### config.mk
export PLATFORM = sky130hd
export DESIGN_NAME = fifo_read_control
export DESIGN_NICKNAME = d
export VERILOG_FILES = /design/src/rtl/fifo_read_control_pkg.sv /design/src/rtl/fifo_read_skid.sv /design/src/rtl/fifo_read_control.sv
export SDC_FILE = /design/constraint.sdc
export NUM_CORES = 1
export LEC_CHECK = 0
export CAP_MARGIN = 10
export CELL_PAD_IN_SITES_DETAIL_PLACEMENT = 1
export CELL_PAD_IN_SITES_GLOBAL_PLACEMENT = 2
export CORE_UTILIZATION = 36
export CTS_CLUSTER_DIAMETER = 60
export DETAILED_ROUTE_END_ITERATION = 16
export PLACE_DENSITY = 0.85
export SLEW_MARGIN = 20
export SYNTH_ARGS = -nofsm -noshare
export SYNTH_HDL_FRONTEND = slang
export SYNTH_SLANG_ARGS = --single-unit
### constraint.sdc
create_clock -name i_clk -period 2.2 [get_ports i_clk]
set_input_delay 0.22 -clock i_clk [delete_from_list [all_inputs] [get_ports i_clk]]
set_output_delay 0.22 -clock i_clk [all_outputs]
set_load 0.01 [all_outputs]
### src/rtl/fifo_read_control_pkg.sv
// Shared definitions for the feature-map FIFO read controller: state encoding,
// index width and default frame geometry.
package fifo_read_control_pkg;

  localparam int IDX_W       = 10;
  localparam int DEF_FRAME_W = 64;
  localparam int DEF_FRAME_H = 64;
  localparam int DEF_DATA_W  = 8;

  typedef enum logic [1:0] {
    ST_IDLE   = 2'd0,
    ST_READ   = 2'd1,
    ST_DRAIN  = 2'd2,
    ST_FINISH = 2'd3
  } state_t;

endpackage

### src/rtl/fifo_read_skid.sv
// Output register plus one-entry skid buffer carrying pixel data and its x/y tag.
module fifo_read_skid #(
  parameter int DATA_W = 8,
  parameter int IDX_W  = 10
) (
  input  logic              i_clk,
  input  logic              i_reset,
  input  logic              i_valid,
  input  logic [DATA_W-1:0] i_data,
  input  logic [IDX_W-1:0]  i_x,
  input  logic [IDX_W-1:0]  i_y,
  output logic              o_ready,
  output logic              o_valid,
  output logic [DATA_W-1:0] o_data,
  output logic [IDX_W-1:0]  o_x,
  output logic [IDX_W-1:0]  o_y,
  input  logic              i_ready
);

  localparam int ENT_W = DATA_W + 2 * IDX_W;

  logic             r_out_valid;
  logic             r_skid_valid;
  logic [ENT_W-1:0] r_out;
  logic [ENT_W-1:0] r_skid;
  logic [ENT_W-1:0] w_in;
  logic             w_consume;

  // Handshake: downstream takes a beat when o_valid & i_ready. Upstream may only
  // launch a beat while o_ready is high; that beat arrives here the next cycle.
  assign w_in      = {i_data, i_x, i_y};
  assign w_consume = r_out_valid & i_ready;
  assign o_ready   = ~r_skid_valid;
  assign o_valid   = r_out_valid;
  assign {o_data, o_x, o_y} = r_out;

  always_ff @(posedge i_clk or negedge i_reset) begin
    if (!i_reset) begin
      r_out_valid  <= 1'b0;
      r_skid_valid <= 1'b0;
      r_out        <= '0;
      r_skid       <= '0;
    end else if (w_consume) begin
      if (r_skid_valid) begin
        r_out        <= r_skid;
        r_skid_valid <= 1'b0;
      end else if (i_valid) begin
        r_out <= w_in;
      end else begin
        r_out_valid <= 1'b0;
      end
    end else if (!r_out_valid) begin
      if (i_valid) begin
        r_out       <= w_in;
        r_out_valid <= 1'b1;
      end
    end else if (i_valid) begin
      r_skid       <= w_in;
      r_skid_valid <= 1'b1;
    end
  end

endmodule

### src/rtl/fifo_read_control.sv
// Drains one frame from the feature-map FIFO in raster order as an x/y tagged
// valid/ready stream. Define FIFO_READ_PAD_EN to wrap the frame in a zero border.
module fifo_read_control
  import fifo_read_control_pkg::*;
#(
  parameter int FRAME_W = DEF_FRAME_W,
  parameter int FRAME_H = DEF_FRAME_H,
  parameter int DATA_W  = DEF_DATA_W
) (
  input  logic              i_clk,
  input  logic              i_reset,
  input  logic              i_start,
  input  logic              i_fifoEmpty,
  input  logic [DATA_W-1:0] i_fifoData,
  input  logic              i_ready,
  output logic              o_eReadFifo,
  output logic [DATA_W-1:0] o_data,
  output logic              o_valid,
  output logic [IDX_W-1:0]  o_xIndex,
  output logic [IDX_W-1:0]  o_yIndex,
  output logic              o_process,
  output logic              o_complete,
  output logic [1:0]        o_state
);

`ifdef FIFO_READ_PAD_EN
  localparam int OW = FRAME_W + 2;
  localparam int OH = FRAME_H + 2;
`else
  localparam int OW = FRAME_W;
  localparam int OH = FRAME_H;
`endif
  localparam logic [IDX_W-1:0] X_LAST = IDX_W'(OW - 1);
  localparam logic [IDX_W-1:0] Y_LAST = IDX_W'(OH - 1);

  state_t             r_state;
  logic [IDX_W-1:0]   r_x;
  logic [IDX_W-1:0]   r_y;
  logic               r_inflight;
  logic               r_inflight_pad;
  logic [IDX_W-1:0]   r_inflight_x;
  logic [IDX_W-1:0]   r_inflight_y;
  logic               r_process;
  logic               r_complete;
  logic               w_pad;
  logic               w_issue;
  logic               w_skid_ready;
  logic [DATA_W-1:0]  w_ret_data;

`ifdef FIFO_READ_PAD_EN
  assign w_pad = (r_x == '0) || (r_x == X_LAST) || (r_y == '0) || (r_y == Y_LAST);
`else
  assign w_pad = 1'b0;
`endif

  // Only issue when the skid is empty, so the single in-flight beat always has a home.
  assign w_issue     = (r_state == ST_READ) & i_ready & w_skid_ready & (~i_fifoEmpty | w_pad);
  assign o_eReadFifo = w_issue & ~w_pad;
  assign w_ret_data  = r_inflight_pad ? '0 : i_fifoData;
  assign o_process   = r_process;
  assign o_complete  = r_complete;
  assign o_state     = r_state;

  always_ff @(posedge i_clk or negedge i_reset) begin
    if (!i_reset) begin
      r_state        <= ST_IDLE;
      r_x            <= '0;
      r_y            <= '0;
      r_inflight     <= 1'b0;
      r_inflight_pad <= 1'b0;
      r_inflight_x   <= '0;
      r_inflight_y   <= '0;
      r_process      <= 1'b0;
      r_complete     <= 1'b1;
    end else begin
      r_inflight <= w_issue;
      if (w_issue) begin
        r_inflight_pad <= w_pad;
        r_inflight_x   <= r_x;
        r_inflight_y   <= r_y;
      end
      case (r_state)
        ST_IDLE: begin
          r_x <= '0;
          r_y <= '0;
          if (i_start) begin
            r_state    <= ST_READ;
            r_process  <= 1'b1;
            r_complete <= 1'b0;
          end
        end
        ST_READ: begin
          if (w_issue) begin
            if (r_x == X_LAST) begin
              r_x <= '0;
              if (r_y == Y_LAST) r_state <= ST_DRAIN;
              else               r_y     <= r_y + 1'b1;
            end else begin
              r_x <= r_x + 1'b1;
            end
          end
        end
        ST_DRAIN: begin
          if (!r_inflight && !o_valid && w_skid_ready) begin
            r_state    <= ST_FINISH;
            r_process  <= 1'b0;
            r_complete <= 1'b1;
          end
        end
        default: r_state <= ST_IDLE;
      endcase
    end
  end

  fifo_read_skid #(
    .DATA_W (DATA_W),
    .IDX_W  (IDX_W)
  ) u_skid (
    .i_clk   (i_clk),
    .i_reset (i_reset),
    .i_valid (r_inflight),
    .i_data  (w_ret_data),
    .i_x     (r_inflight_x),
    .i_y     (r_inflight_y),
    .o_ready (w_skid_ready),
    .o_valid (o_valid),
    .o_data  (o_data),
    .o_x     (o_xIndex),
    .o_y     (o_yIndex),
    .i_ready (i_ready)
  );

endmodule

# ---- Yosys cells after proc, flatten, opt, wreduce, memory -nomap -nowiden
# Index checks and enable logic that the tools add are counted.
dict set report classes {
  addsub 2
  n_eq_ne 13
  muxes 31
  bitwise 7
  n_reduce_logical 16
}
# cell n
set op_table {}
lappend op_table {{$mux W28} 4}
lappend op_table {{$mux W10} 5}
lappend op_table {{$pmux W10 S2} 2}
lappend op_table {{$add A10 B1 Y10 const B} 2}
lappend op_table {{$eq A10 B6 Y1 const B} 2}
lappend op_table {{$ne A2 B2 Y1 const B} 7}
lappend op_table {{$mux W1} 12}
lappend op_table {{$mux W2} 5}
lappend op_table {{$reduce_bool A2 Y1} 4}
lappend op_table {{$pmux W2 S3} 1}
lappend op_table {{$reduce_and A2 Y1} 3}
lappend op_table {{$reduce_and A3 Y1} 2}
lappend op_table {{$reduce_and A5 Y1} 1}
lappend op_table {{$and A1 B1 Y1} 4}
lappend op_table {{$ne A2 B1 Y1 const B} 2}
lappend op_table {{$pmux W1 S2} 2}
lappend op_table {{$reduce_and A4 Y1} 1}
lappend op_table {{$not A1 Y1} 3}
lappend op_table {{$eq A2 B1 Y1 const B} 1}
lappend op_table {{$eq A2 B2 Y1 const B} 1}
lappend op_table {{$logic_and A1 B1 Y1} 2}
lappend op_table {{$logic_not A1 Y1} 2}
lappend op_table {{$logic_not A2 Y1} 1}
dict set report word_totals {
  reg_bits 103
  out_inout_bits 34
}

# ---- Depth between registers and ports, before layout
dict set report depth {
  word_depth 6
  ltp_mapped 9
}

# ---- Cells and area by module
# Synthesis repeated with hierarchy kept, for this count alone.
dict set report hier_totals {
  cells_unflattened 440
  area_unflattened_um2 4949.7
}
# mod n_inst cells_each area_each_um2 seq_area_each_um2
set modules_own_cells {}
lappend modules_own_cells {fifo_read_skid 1 197 2681.3 1451.4}
lappend modules_own_cells {fifo_read_control 1 243 2268.4 1127.3}

# ---- Worst setup path after synthesis
# OpenSTA, ideal clock, no wires.
dict set report synth_timing {
  path_type {reg2reg}
  startpoint {register r_state[1] (netlist: o_state[1])}
  endpoint {register r_y[3]}
  setup_ns 0.087
  arrival_ns 1.889
  path_slack_ns 0.223
  path_stages_with_launch 10
  path_buffers 2
  period_less_slack_ns 1.977
  path_cell_list {dfrtp_1 -> inv_1 -> ha_1 -> nand4bb_1 -> buf_2 -> inv_2 -> nand4_1 -> buf_2 -> or4_1 -> o211ai_1}
}
dict set report synth_via {
  elab_chain_cells 6
  elab_cells_between_ends 11
}
# element line
set synth_lines {}
lappend synth_lines {{start, declared} fifo_read_control.sv:36} ;# state_t r_state;
lappend synth_lines {{start signal, assigned} fifo_read_control.sv:66} ;# r_state <= ST_IDLE;
lappend synth_lines {{start signal, assigned} fifo_read_control.sv:87} ;# r_state <= ST_READ;
lappend synth_lines {{start signal, assigned} fifo_read_control.sv:96} ;# if (r_y == Y_LAST) r_state <= ST_DRAIN;
lappend synth_lines {{$eq A2 B1 Y1} {fifo_read_control.sv:57, fifo_read_control.sv:82}}
lappend synth_lines {{$and A1 B1 Y1 (3 in a row)} fifo_read_control.sv:57} ;# assign w_issue = (r_state == ST_READ) & i_ready & w_skid_ready & (~i_fifoEmpty | w_pad);
lappend synth_lines {{$ne A2 B2 Y1 (no line)} --}
lappend synth_lines {{$reduce_and A4 Y1 (no line)} --}
lappend synth_lines {{end signal, assigned} fifo_read_control.sv:97} ;# else r_y <= r_y + 1'b1;
lappend synth_lines {{end, declared} fifo_read_control.sv:38} ;# logic [IDX_W-1:0] r_y;
# Several ways; a longest one is shown, not always the timed one.
# A chain may end at the register's enable or synchronous reset.

# ---- Worst setup path after layout
dict set report layout_timing {
  startpoint {register r_x[6]}
  endpoint {register r_y[8]}
}
dict set report layout_via {
  elab_chain_cells 3
}
# element line
set layout_lines {}
lappend layout_lines {{start, declared} fifo_read_control.sv:37} ;# logic [IDX_W-1:0] r_x;
lappend layout_lines {{start signal, assigned} fifo_read_control.sv:99} ;# r_x <= r_x + 1'b1;
lappend layout_lines {{$eq A10 B6 Y1} fifo_read_control.sv:94} ;# if (r_x == X_LAST) begin
lappend layout_lines {{$ne A2 B1 Y1 (no line)} --}
lappend layout_lines {{$reduce_and A4 Y1 (no line)} --}
# Every way passes these cells.

==> summary.txt <==
STA
  – RSZ-0062 raised after global routing: no
  – Fmax: 480 MHz
  – Tcrit/Tclk final: 94.7%
  – Setup Skew: 0.0123 ns
  – Fin. Hold Viols: 0
  – Setup ws final: 0.116 ns
  – Headroom to the max-slew limit: between 60 and 70%
  – Post-layout min period: 2.08 ns
  – Setup-failing EPs final: 0
  – Final Slew Violations: 0
  – Worst-Margin Slew: 0.497 ns

Logic synthesis
  – Syn Nets: 450
  – Cell variety after synth: 47
  – Yosys warnings: 0
  – Top cell type by total area after synthesis: dfrtp_1
  – Top-area cell type share of the netlist area: a little under three fifths
  – Synthesized area per cell: around 10 um^2
  – Post-synthesis async set-or-reset flop share: 100%
  – Commonest cells in the synthesized netlist: dfrtp_1 (102), nand2_1 (69), a21oi_1 (40), nor2_1 (40), mux2_2 (29)
  – Register bit total from synthesis: around 100
  – EDFF count, synth: 0
  – Cell with the most instances after synthesis: dfrtp_1
  – Mapped Area: 4490 um^2
  – Sequential area share after synthesis: 57.4%
  – Cell count after synthesis: 432
  – Synth top area cells: dfrtp_1 (57%), mux2_2 (7.3%), nand2_1 (5.8%), a21oi_1 (4.5%), o22ai_1 (3.9%)
  – Primary FF master, synth: dfrtp_1

Global routing
  – First-pass GRT wire length: approximately 19000 um
  – Busiest grt layer: met2
  – Largest net degree at the start of global routing: 53
  – Initial antenna violation count: 0
  – GR met2 Demand/Resource: 29.2%
  – Met1 Track Usage GR: 25.1%
  – Vias in the first global route: between 3000 and 4000
  – Tot GR Track Use: 18.1%
  – Met3 Usage GRT: 2.23%
  – Grt ovf: 0

Critical path
  – WP buf/inv: 0
  – Critical path launch point type: flop
  – Cell Chain, Critical Path: nor4_4 > nand4_1 > o311a_1 > or3_1
  – Crit path launch: r_x[6]
  – WS Path Type: flop to flop
  – Critical Path Fanout Max: 6
  – Largest stage delay, worst path: 0.46 ns
  – Crit path DAT: 2.30 ns
  – RR Endpoint: r_y[8]
  – Crit Reg-Reg Startpoint: r_x[6]
  – CP Data Required Time: between 2 and 2.5 ns
  – R2R cell count: 4
  – Worst path slowest cell: dfrtp_1
  – Crit path max-delay family: simple AND/OR/NAND/NOR gates
  – Worst reg2reg setup slack: 0.12 ns
  – Critical path endpoint category: flop

Finish
  – Layout cell share with drive strength beyond 1: 16.6%
  – Inserted Diodes: 0
  – NumNets Final: 512
  – Area grow syn2layout: 25.3%

Clocking
  – Num CTS Buffers: 9
  – Clock latency on the worst-skew pair: 0.35 ns
  – Clk buf depth: 2
  – CTS clk-pin slew, worst paths: about 0.070 ns
  – Cell chosen for the clock root: clkbuf_16
  – Clk sinks: 103
  – H-tree Lvls: 3
  – CTS tree: built

Die
  – Die Ht: between 100 and 150 um
  – Total core area: 12100 um^2
  – Initial cell density of the core: between 30% and 40%
  – # rows: 40
  – Die width: 114 um
  – Die area: between 10000 and 15000 um^2
  – IO Pins: 47

Pwr
  – PwrDens: about 1200 nW/um^2
  – Comb pwr share: 30.1%
  – P_sw: about 0.0021 W
  – Peak supply drop: between 0.3 and 0.4 mV
  – Seq pwr share: 44.9%
  – Pwr Total: 0.00658 W
  – Clock power share: 24.9%
  – Leak: 2.56 nW
  – Sw Ratio: 31.9%
  – Pint: 0.00448 W

Status
  – Outcome: finished, final reports clean

Detailed routing
  – Detailed Routing Iterations Pass 1: 4
  – Post-DR wirelength/cell: 16.2 um
  – Final ANT Viol Nets: 0
  – Initial DRC count: 152
  – Vias per inst: between 5 and 6
  – DR DRC count: 0
  – Via count: about 3400
  – Total Wirelength: 10800 um

Placement
  – Hpwl dp: 7380 um
  – Dpl ws: -0.00707 ns
  – Final RePlAce weighted congestion: 0.798
  – Port bufs: 46

Hold path
  – HP Class: input pin to asynchronous set/reset pin

Run
  – Max-Cap Viols: 0
kinds of logic (layout without fill, tap and decap cells):
family / after synthesis / count (layout) / synth area share, %
flops: 103 / 103 / 57.4
buf+inv: 34 / 101 / 2.93
simple gates: 151 / 151 / 15.6
mux: 31 / 31 / 7.72
xor+xnor: 6 / 6 / 1.17
fa+ha+maj: 5 / 5 / 1.39
compound gates: 102 / 102 / 13.8
flip-flops by register name, summed over array words and instances (netlist names), 2 cells and up:
signal,flops
u_skid.r_out,28
u_skid.r_skid,28
r_inflight_x,10
r_inflight_y,10
r_x,10
r_y,10
o_state,2
metrics by stage:
step	utilization, %	instance area [um^2]	TNS (ns)	hold slack [ns]	cells
after floorplan	-	4490	0	-0.0756	432
after global placement	43.9	5300	0	0.213	650
after detailed placement	43.9	5300	-0.00707	0.225	650
after CTS	46.6	5620	0	0.395	667
after global routing	46.6	5630	0	0.422	667
final	46.6	5630	0	0.381	667
per-layer routing:
| layer | share of wire [%] | vias up |
|---|---|---|
| met5 | 0 | - |
| met4 | 1.5 | 0 |
| met3 | 1.9 | 12 |
| met2 | 46 | 43 |
| met1 | 50 | 1723 |
| li1 | - | 1658 |
how the worst max path moves through the flow:
stage | endpoint | slack (ns) | depth (start not counted)
6_report | r_y[8] | 0.12 | 4
5_1_grt | r_y[8] | 0.04 | 4
4_1_cts | o_eReadFifo | 0.01 | 5
3_5_place_dp | r_y[8] | -0.007 | 6
3_3_place_gp | r_y[8] | 0.11 | 6
2_1_floorplan | r_y[3] | 0.22 | 9
power by group through the flow:
stage | sequential, W | combinational (W) | clock (W)
after global placement | 0.00295 | 0.00194 | 0
final | 0.00296 | 0.00198 | 0.00164
after global routing | 0.00305 | 0.00219 | 0.00174
after CTS | 0.00296 | 0.00201 | 0.00167
after detailed placement | 0.00300 | 0.00199 | 0
after floorplan | 0.00302 | 0.000961 | 0
layout by cell type, fill, tap and decap left out, drive strengths merged, types with 2 or more instances in the layout:
cell type / instances
nand2: 69
nor4: 3
xnor2: 2
mux2: 29
o21ai: 9
or3: 4
clkbuf: 9
clkinv: 5
nand2b: 3
nor2: 40
a31oi: 6
a22o: 3
inv: 12
nand3: 11
nor3: 2
dfrtp: 102
or4: 2
and4: 2
buf: 28
o22ai: 28
a21oi: 40
mux2i: 2
a211oi: 2
clkdlybuf4s50: 44
nand4: 5
xor2: 4
o211ai: 6
ha: 5
nor2b: 3
cell type report:
class                      instances  area [um^2]
timing repair buffer              74          698
sequential                       103         2580
multi-input combinational        295         1790
inverter                          11         41.3
fill                            1323         6440
tap                              168          210
clock buffer                       9          225
clock inverter                     7         81.3
repair_timing:
action,4_1_cts,5_1_grt
hold endpoints to repair,30,0
setup buffers,0,0
resized for setup,0,3
endpoints found under the setup margin,0,2
hold buffers,1,0
Power figures use the tool's default switching activity.
